## src/rtl/ex_pkg.sv

```systemverilog
// Shared definitions for the RV32IM execute stage: widths, opcodes, operation classes and FSM states.
package ex_pkg;

  localparam int RegLen     = 32;
  localparam int RegAddrLen = 5;
  localparam int AddrLen    = 32;
  localparam int OpCodeLen  = 6;
  localparam int OpSelLen   = 3;
  localparam int StallLen   = 6;

  typedef enum logic [OpCodeLen-1:0] {
    EXE_NOP,
    EXE_LUI, EXE_AUIPC, EXE_JAL, EXE_JALR,
    EXE_BEQ, EXE_BNE, EXE_BLT, EXE_BGE, EXE_BLTU, EXE_BGEU,
    EXE_LB, EXE_LH, EXE_LW, EXE_LBU, EXE_LHU,
    EXE_SB, EXE_SH, EXE_SW,
    EXE_ADDI, EXE_SLTI, EXE_SLTIU, EXE_XORI, EXE_ORI, EXE_ANDI,
    EXE_SLLI, EXE_SRLI, EXE_SRAI,
    EXE_ADD, EXE_SUB, EXE_SLL, EXE_SLT, EXE_SLTU, EXE_XOR,
    EXE_SRL, EXE_SRA, EXE_OR, EXE_AND,
    EXE_MUL, EXE_MULH, EXE_MULHSU, EXE_MULHU,
    EXE_DIV, EXE_DIVU, EXE_REM, EXE_REMU
  } aluop_e;

  typedef enum logic [OpSelLen-1:0] {
    SEL_NOP, SEL_LOGIC, SEL_SHIFT, SEL_ARITH, SEL_JUMP, SEL_MEM, MULDIV_OP
  } alusel_e;

  typedef enum logic [1:0] {
    EX_IDLE = 2'd0,
    EX_MUL  = 2'd1,
    EX_DIV  = 2'd2,
    EX_DONE = 2'd3
  } ex_state_e;

  function automatic logic isMulOp(input logic [OpCodeLen-1:0] op);
    return op inside {EXE_MUL, EXE_MULH, EXE_MULHSU, EXE_MULHU};
  endfunction

endpackage

```

## src/rtl/ex_divider.sv

```systemverilog
// Iterative radix-2 restoring divider on unsigned magnitudes; one quotient bit per ready cycle.
module ex_divider #(
  parameter int XLEN       = 32,
  parameter int DIV_CYCLES = XLEN
) (
  input  logic            clk,
  input  logic            rst,
  input  logic            rdy,
  input  logic            i_start,
  input  logic [XLEN-1:0] i_dividend,
  input  logic [XLEN-1:0] i_divisor,
  output logic            o_busy,
  output logic            o_done,
  output logic [XLEN-1:0] o_quotient,
  output logic [XLEN-1:0] o_remainder
);

  localparam int CntW = $clog2(DIV_CYCLES);

  logic [XLEN-1:0] r_rem;
  logic [XLEN-1:0] r_quo;
  logic [XLEN-1:0] r_div;
  logic [CntW-1:0] r_count;
  logic            r_busy;

  logic [XLEN:0]   w_shift;
  logic [XLEN:0]   w_diff;
  logic            w_fits;
  logic [XLEN-1:0] w_remNext;
  logic [XLEN-1:0] w_quoNext;

  assign w_shift   = {r_rem, r_quo[XLEN-1]};
  assign w_diff    = w_shift - {1'b0, r_div};
  assign w_fits    = ~w_diff[XLEN];
  assign w_remNext = w_fits ? w_diff[XLEN-1:0] : w_shift[XLEN-1:0];
  assign w_quoNext = {r_quo[XLEN-2:0], w_fits};

  // Outputs expose the result of the step in flight so the caller can finish on the last edge.
  assign o_busy      = r_busy;
  assign o_done      = r_busy & (r_count == CntW'(DIV_CYCLES - 1));
  assign o_quotient  = w_quoNext;
  assign o_remainder = w_remNext;

  always_ff @(posedge clk) begin
    if (rst) begin
      r_rem   <= '0;
      r_quo   <= '0;
      r_div   <= '0;
      r_count <= '0;
      r_busy  <= 1'b0;
    end else if (rdy) begin
      if (i_start) begin
        r_rem   <= '0;
        r_quo   <= i_dividend;
        r_div   <= i_divisor;
        r_count <= '0;
        r_busy  <= 1'b1;
      end else if (r_busy) begin
        r_rem   <= w_remNext;
        r_quo   <= w_quoNext;
        r_count <= r_count + CntW'(1);
        if (o_done) r_busy <= 1'b0;
      end
    end
  end

endmodule

```

## src/rtl/ex.sv

```systemverilog
// RV32IM execute stage: single-cycle ALU/branch logic plus an FSM-driven multiply/divide unit.
// Optional branch statistics counters are built when EX_BRANCH_STATS_EN is defined.
module ex
  import ex_pkg::*;
#(
  parameter int XLEN       = RegLen,
  parameter int DIV_CYCLES = XLEN
) (
  input  logic                  clk,
  input  logic                  rst,
  input  logic                  rdy,
  input  logic [StallLen-1:0]   stall,
  input  logic [RegLen-1:0]     ex_reg1,
  input  logic [RegLen-1:0]     ex_reg2,
  input  logic [RegLen-1:0]     ex_Imm,
  input  logic [RegAddrLen-1:0] ex_rd,
  input  logic                  ex_rd_enable,
  input  logic [OpCodeLen-1:0]  ex_aluop,
  input  logic [OpSelLen-1:0]   ex_alusel,
  input  logic [AddrLen-1:0]    ex_pc,
  input  logic                  jump_i,
  output logic [RegLen-1:0]     rd_data_o,
  output logic [RegAddrLen-1:0] rd_o,
  output logic                  rd_enable_o,
  output logic [AddrLen-1:0]    mem_addr_o,
  output logic [RegLen-1:0]     mem_wdata_o,
  output logic [OpCodeLen-1:0]  aluop_o,
  output logic                  jump_mistake,
  output logic [AddrLen-1:0]    jump_target,
  output logic                  stall_req
`ifdef EX_BRANCH_STATS_EN
  ,
  output logic [RegLen-1:0]     br_count_o,
  output logic [RegLen-1:0]     mispredict_count_o
`endif
);

  ex_state_e       r_state;
  logic [XLEN-1:0] r_result;
  logic            r_isRem;
  logic            r_negQ;
  logic            r_negR;

  logic            w_isMd, w_isMul, w_isDiv, w_isJump;
  logic            w_divSigned, w_isRemOp, w_divZero, w_divOvf, w_divSpecial;
  logic            w_signA, w_signB;
  logic [XLEN-1:0] w_absA, w_absB, w_specialRes;
  logic            w_startMul, w_startDiv;
  logic            w_divBusy, w_divDone;
  logic [XLEN-1:0] w_quo, w_rem, w_divRes;
  logic            w_mulASigned, w_mulBSigned;
  logic signed [2*XLEN+1:0] w_mulA, w_mulB, w_prod;
  logic [XLEN-1:0] w_mulRes;
  logic [XLEN-1:0] w_opB, w_aluRes, w_sumImm;
  logic [4:0]      w_shamt;
  logic            w_taken;
  logic [AddrLen-1:0] w_target, w_pcPlus4;
  logic            w_unused;

  assign w_isMd   = (ex_alusel == MULDIV_OP);
  assign w_isJump = (ex_alusel == SEL_JUMP);
  assign w_isMul  = w_isMd & isMulOp(ex_aluop);
  assign w_isDiv  = w_isMd & ~isMulOp(ex_aluop);

  // Divide-by-zero and signed overflow have fixed answers and never enter the iterative path.
  assign w_divSigned  = ex_aluop inside {EXE_DIV, EXE_REM};
  assign w_isRemOp    = ex_aluop inside {EXE_REM, EXE_REMU};
  assign w_divZero    = (ex_reg2 == '0);
  assign w_divOvf     = w_divSigned & (ex_reg1 == {1'b1, {(XLEN-1){1'b0}}}) & (&ex_reg2);
  assign w_divSpecial = w_divZero | w_divOvf;
  assign w_specialRes = w_divZero ? (w_isRemOp ? ex_reg1 : '1) : (w_isRemOp ? '0 : ex_reg1);

  assign w_signA = w_divSigned & ex_reg1[XLEN-1];
  assign w_signB = w_divSigned & ex_reg2[XLEN-1];
  assign w_absA  = w_signA ? -ex_reg1 : ex_reg1;
  assign w_absB  = w_signB ? -ex_reg2 : ex_reg2;

  assign w_startMul = (r_state == EX_IDLE) & w_isMul;
  assign w_startDiv = (r_state == EX_IDLE) & w_isDiv & ~w_divSpecial;

  ex_divider #(
    .XLEN       (XLEN),
    .DIV_CYCLES (DIV_CYCLES)
  ) u_divider (
    .clk         (clk),
    .rst         (rst),
    .rdy         (rdy),
    .i_start     (w_startDiv),
    .i_dividend  (w_absA),
    .i_divisor   (w_absB),
    .o_busy      (w_divBusy),
    .o_done      (w_divDone),
    .o_quotient  (w_quo),
    .o_remainder (w_rem)
  );

  assign w_divRes = r_isRem ? (r_negR ? -w_rem : w_rem) : (r_negQ ? -w_quo : w_quo);

  // One 33x33 signed multiply covers all four variants via per-operand sign extension.
  assign w_mulASigned = ex_aluop inside {EXE_MULH, EXE_MULHSU};
  assign w_mulBSigned = (ex_aluop == EXE_MULH);
  assign w_mulA   = {{(XLEN+2){w_mulASigned & ex_reg1[XLEN-1]}}, ex_reg1};
  assign w_mulB   = {{(XLEN+2){w_mulBSigned & ex_reg2[XLEN-1]}}, ex_reg2};
  assign w_prod   = w_mulA * w_mulB;
  assign w_mulRes = (ex_aluop == EXE_MUL) ? w_prod[XLEN-1:0] : w_prod[2*XLEN-1:XLEN];

  assign w_opB     = (ex_aluop inside {EXE_ADDI, EXE_SLTI, EXE_SLTIU, EXE_XORI, EXE_ORI,
                                       EXE_ANDI, EXE_SLLI, EXE_SRLI, EXE_SRAI}) ? ex_Imm : ex_reg2;
  assign w_shamt   = w_opB[4:0];
  assign w_sumImm  = ex_reg1 + ex_Imm;
  assign w_pcPlus4 = ex_pc + AddrLen'(4);

  always_comb begin
    w_aluRes = '0;
    case (ex_aluop)
      EXE_LUI:             w_aluRes = ex_Imm;
      EXE_AUIPC:           w_aluRes = ex_pc + ex_Imm;
      EXE_JAL, EXE_JALR:   w_aluRes = w_pcPlus4;
      EXE_ADD, EXE_ADDI:   w_aluRes = ex_reg1 + w_opB;
      EXE_SUB:             w_aluRes = ex_reg1 - ex_reg2;
      EXE_SLT, EXE_SLTI:   w_aluRes = {{(XLEN-1){1'b0}}, $signed(ex_reg1) < $signed(w_opB)};
      EXE_SLTU, EXE_SLTIU: w_aluRes = {{(XLEN-1){1'b0}}, ex_reg1 < w_opB};
      EXE_XOR, EXE_XORI:   w_aluRes = ex_reg1 ^ w_opB;
      EXE_OR, EXE_ORI:     w_aluRes = ex_reg1 | w_opB;
      EXE_AND, EXE_ANDI:   w_aluRes = ex_reg1 & w_opB;
      EXE_SLL, EXE_SLLI:   w_aluRes = ex_reg1 << w_shamt;
      EXE_SRL, EXE_SRLI:   w_aluRes = ex_reg1 >> w_shamt;
      EXE_SRA, EXE_SRAI:   w_aluRes = $signed(ex_reg1) >>> w_shamt;
      default:             w_aluRes = '0;
    endcase
  end

  always_comb begin
    w_taken = 1'b0;
    case (ex_aluop)
      EXE_BEQ:            w_taken = (ex_reg1 == ex_reg2);
      EXE_BNE:            w_taken = (ex_reg1 != ex_reg2);
      EXE_BLT:            w_taken = ($signed(ex_reg1) < $signed(ex_reg2));
      EXE_BGE:            w_taken = ($signed(ex_reg1) >= $signed(ex_reg2));
      EXE_BLTU:           w_taken = (ex_reg1 < ex_reg2);
      EXE_BGEU:           w_taken = (ex_reg1 >= ex_reg2);
      EXE_JAL, EXE_JALR:  w_taken = 1'b1;
      default:            w_taken = 1'b0;
    endcase
  end

  assign w_target = (ex_aluop == EXE_JALR) ? {w_sumImm[XLEN-1:1], 1'b0} : ex_pc + ex_Imm;

  // Reset forces every output to its idle value even though the datapath is combinational.
  always_comb begin
    rd_data_o    = '0;
    rd_o         = '0;
    rd_enable_o  = 1'b0;
    mem_addr_o   = '0;
    mem_wdata_o  = '0;
    aluop_o      = EXE_NOP;
    jump_mistake = 1'b0;
    jump_target  = '0;
    stall_req    = 1'b0;
    if (!rst) begin
      rd_o         = ex_rd;
      rd_enable_o  = ex_rd_enable;
      mem_addr_o   = w_sumImm;
      mem_wdata_o  = ex_reg2;
      aluop_o      = ex_aluop;
      stall_req    = w_startMul | w_startDiv | (r_state == EX_MUL) | (r_state == EX_DIV);
      jump_target  = w_taken ? w_target : w_pcPlus4;
      jump_mistake = w_isJump & ((w_taken != jump_i) | (ex_aluop == EXE_JALR)) & ~stall_req;
      if (r_state == EX_DONE)
        rd_data_o = r_result;
      else if (w_isMd)
        rd_data_o = (w_isDiv & w_divSpecial & (r_state == EX_IDLE)) ? w_specialRes : '0;
      else
        rd_data_o = w_aluRes;
    end
  end

  // DONE waits out a held EX/MEM so the op still sitting in ID/EX is not issued a second time.
  always_ff @(posedge clk) begin
    if (rst) begin
      r_state  <= EX_IDLE;
      r_result <= '0;
      r_isRem  <= 1'b0;
      r_negQ   <= 1'b0;
      r_negR   <= 1'b0;
    end else if (rdy) begin
      case (r_state)
        EX_IDLE: begin
          if (w_startMul) begin
            r_state <= EX_MUL;
          end else if (w_startDiv) begin
            r_isRem <= w_isRemOp;
            r_negQ  <= w_signA ^ w_signB;
            r_negR  <= w_signA;
            r_state <= EX_DIV;
          end
        end
        EX_MUL: begin
          r_result <= w_mulRes;
          r_state  <= EX_DONE;
        end
        EX_DIV: begin
          if (w_divDone) begin
            r_result <= w_divRes;
            r_state  <= EX_DONE;
          end
        end
        EX_DONE: begin
          if (!stall[3]) r_state <= EX_IDLE;
        end
        default: r_state <= EX_IDLE;
      endcase
    end
  end

`ifdef EX_BRANCH_STATS_EN
  logic [RegLen-1:0] r_brCount;
  logic [RegLen-1:0] r_mispredictCount;

  always_ff @(posedge clk) begin
    if (rst) begin
      r_brCount         <= '0;
      r_mispredictCount <= '0;
    end else if (rdy && w_isJump && !stall_req) begin
      r_brCount <= r_brCount + RegLen'(1);
      if (jump_mistake) r_mispredictCount <= r_mispredictCount + RegLen'(1);
    end
  end

  assign br_count_o         = r_brCount;
  assign mispredict_count_o = r_mispredictCount;
`endif

  assign w_unused = ^{stall[StallLen-1:4], stall[2:0], w_prod[2*XLEN+1:2*XLEN], w_divBusy};

endmodule

```

## config.mk

```make
export PLATFORM = sky130hd
export DESIGN_NAME = ex
export DESIGN_NICKNAME = d
export VERILOG_FILES = /design/src/rtl/ex_pkg.sv /design/src/rtl/ex_divider.sv /design/src/rtl/ex.sv
export SDC_FILE = /design/constraint.sdc
export NUM_CORES = 2
export LEC_CHECK = 0
export BUFFER_PORTS_ARGS = -buffer_cell sky130_fd_sc_hd__buf_2
export CORE_MARGIN = 4
export CORE_UTILIZATION = 59
export CTS_CLUSTER_SIZE = 20
export DETAILED_ROUTE_END_ITERATION = 8
export PLACE_DENSITY = 0.83
export SETUP_SLACK_MARGIN = 0.15
export SLEW_MARGIN = 20
export SYNTH_ARGS = -nofsm -noshare
export SYNTH_HDL_FRONTEND = slang
export SYNTH_SLANG_ARGS = --single-unit
```

## constraint.sdc

```tcl
create_clock -name clk -period 16.7 [get_ports clk]
set_input_delay 5.01 -clock clk [delete_from_list [all_inputs] [get_ports clk]]
set_output_delay 5.01 -clock clk [all_outputs]
set_load 0.005 [all_outputs]
```

==> key figures <==
Outcome
  – Status: finished clean

Synthesis
  – Post-synth top cells: 1377 x inv_1, 1130 x fa_1, 1042 x nand2_1
  – Post-Syn Nets: 10000
  – Post-synthesis cell count: about 8200
  – Area of the mapped netlist: approximately 65000 sq um
  – Syn Area/Cell: around 7.9 sq um
  – Cell taking the most area after synthesis: fa_1
  – Ys Warns: 0
  – Async set-or-reset flop fraction in the synthesized netlist: 0%
  – Number of library cell types mapped by synthesis: 92
  – #FFs+latches synth: approximately 140
  – Ys flop type: dfxtp_1
  – Top cell type's share of synthesized area: about a third
  – Most common cell in the netlist: inv_1
  – Top post-synthesis cells by area: fa_1 35%, ha_1 9.3%, inv_1 8.0%
  – Register area share after synthesis: 4.29%
  – Post-synth EDFFs: 0

Layout
  – Layout cells sized above 1: under 10%
  – Multi-input gate area: about 55000 sq um
  – Fin cells: between 9000 and 10000
  – Register Area: 2780 sq um
  – Layout Nets: roughly 10000
  – Filler cell count: 9512
  – Core Util, Final: 63.0%
  – Area grow syn2layout: 5.75%

Setup path
  – WS Path Type: primary input to output pin
  – CP required: between 10000 and 15000 ps
  – Largest fanout on the critical path: 22
  – Crit path arrival time: around 12000 ps
  – Crit path launch type: primary input
  – Critical Path End Type: output pin

Floorplan
  – CORE AREA: ~110000 sq um
  – Chip height: roughly 340 um
  – Die area: 115000 sq um
  – I/O pins: between 200 and 300
  – Site Rows: roughly 120
  – Die Wd: 340 um
  – Starting Density: around three fifths

Timing
  – Highest clock rate: slightly above 0.06 GHz
  – Max_slew headroom: approximately 6.1%
  – Slew at the pin closest to its max-slew limit: about 1400 ps
  – Final Hold Fails: 0
  – Setup TNS: 0 ps
  – Final period util: a little over nine tenths
  – Final min period: around 17000 ps
  – RSZ-0062 raised after global routing: no
  – Finish-stage setup viols: 0
  – Clock Skews: 10.4 ps
  – Final Max Slew Viols: 0

Clock network
  – Skew-Pair Late Insertion Delay: around 460 ps
  – Root buffer cell: clkbuf_16
  – Resized cells post-CTS: 0
  – H-Tree Depth: 4
  – CTS tree: done
  – TritonCTS Buffers: 17
  – Clock-pin slew on the worst setup and hold paths: approximately 60 ps
  – Hold_buf cts: 0
  – Setup Fix Bufs, Post-CTS: 0
  – Bufs on Longest Clock Path: 2
  – CTS sink cnt: about 140

Global route
  – Vias in the first global route: between 60000 and 70000
  – Largest net degree at the start of global routing: 79
  – First-pass GRT wire length: between 400000 and 500000 um
  – Initial antenna violation count: 27
  – Gr usage total: about half
  – Global route overflow: 0

Route
  – TritonRoute pass-1 iters: 9
  – DRC: 0
  – Detailed Route Iter0 Violations: slightly above 8000
  – Vias: 65000
  – Remaining antenna violation count: 0
  – DR WL/cell: 30.3 um
  – Final wirelength: roughly 300000 um
  – Vias per cell: about 6.7

Placed design
  – HPWL after DPL: between 200000 and 250000 um
  – Placed instance count: slightly below 10000
  – IO buf count: 289
  – GP Congestion: approximately 1.1

Hold path
  – HP Class: flop to flop

Run
  – Total of max-cap violations: 0
-- layout by cell type (no fill, tap or decap), types with 51 or more instances in the layout --
master and n:
o31ai_1 51, xnor2_1 218, dfxtp_1 139, a211oi_1 137, mux2i_1 88, o21ai_0 257
inv_1 1376, xor2_1 117, nand2_1 1041, nor3_1 119, nor2_1 916, buf_2 288
a21o_1 125, ha_1 484, buf_4 206, nand3_1 92, a21oi_1 406, nor2b_1 52
fa_1 1130, o211ai_1 52
-- sequential cells by signal, summed over array words and instances (netlist names) --
register           flops
r_result              32
r_negR                 1
u_divider.r_rem       32
u_divider.r_quo       32
r_isRem                1
u_divider.r_div       32
r_state                2
u_divider.o_busy       1
u_divider.r_count      5
r_negQ                 1
-- final timing paths --
check	startpoint	endpoint	slack [ps]	depth (start not counted)
worst max-delay path	ex_aluop[1]	rd_data_o[28]	190	21
worst min-delay path	u_divider.r_div[31]	u_divider.r_div[31]	460	2
worst max register to register	u_divider.r_quo[31]	r_result[28]	10280	23
worst min register to register	u_divider.r_div[31]	u_divider.r_div[31]	460	2
-- layer usage --
layer | vias to the layer above | part of all wire (%) | track usage, %
li1 | 26600 | - | -
met1 | 31500 | 34 | 59.5
met2 | 5191 | 41 | 72.5
met3 | 1603 | 15 | 20.0
met4 | 18 | 9.9 | 37.4
met5 | - | 0.076 | 0.667
-- worst max-delay path, cell delays in order --
cell	delay (ps)
buf_2	390
a211oi_1	140
buf_4	170
nor3_4	670
buf_4	380
mux2i_4	260
buf_4	300
ha_1	320
a21oi_1	290
o21ai_0	210
a21oi_1	520
o21ai_0	270
a21boi_0	460
o31ai_1	170
a21oi_1	500
o211ai_1	170
o31ai_1	100
a221oi_1	180
a211oi_1	560
buf_4	250
buf_2	120
-- cell families after synthesis --
group | after synthesis | synth area share [%]
adder cells (fa/ha/maj) | 1614 | 44.2
flip-flops | 139 | 4.29
XOR/XNOR | 335 | 4.52
AO/OA/AOI/OAI | 1527 | 15.8
AND/OR/NAND/NOR | 2559 | 16.9
multiplexers | 150 | 3.19
buffers and inverters | 1909 | 11.1
-- cell type report --
| cell class | count | share of cell area (%) |
|---|---|---|
| diodes | 29 | 0.106 |
| clock buffers | 19 | 0.645 |
| clock inverters | 13 | 0.261 |
| inverters | 1400 | 7.65 |
| multi-input cells | 6185 | 80.2 |
| flip-flops and latches | 139 | 4.05 |
| well taps | 1414 | 2.58 |
| repair buffers | 498 | 4.46 |
-- through the flow --
step | cell area, sq um | setup slack [ps] | hold WS, ps
finish | 68700 | 193 | 457
floorplan | 64900 | 1790 | 416
global placement | 67900 | 696 | 440
CTS | 68600 | 615 | 453
detailed placement | 68000 | 641 | 447
global route | 68600 | 215 | 485
Power is not shown: default switching activity piles up to over one toggle a cycle in this logic, so the estimate is an artifact.
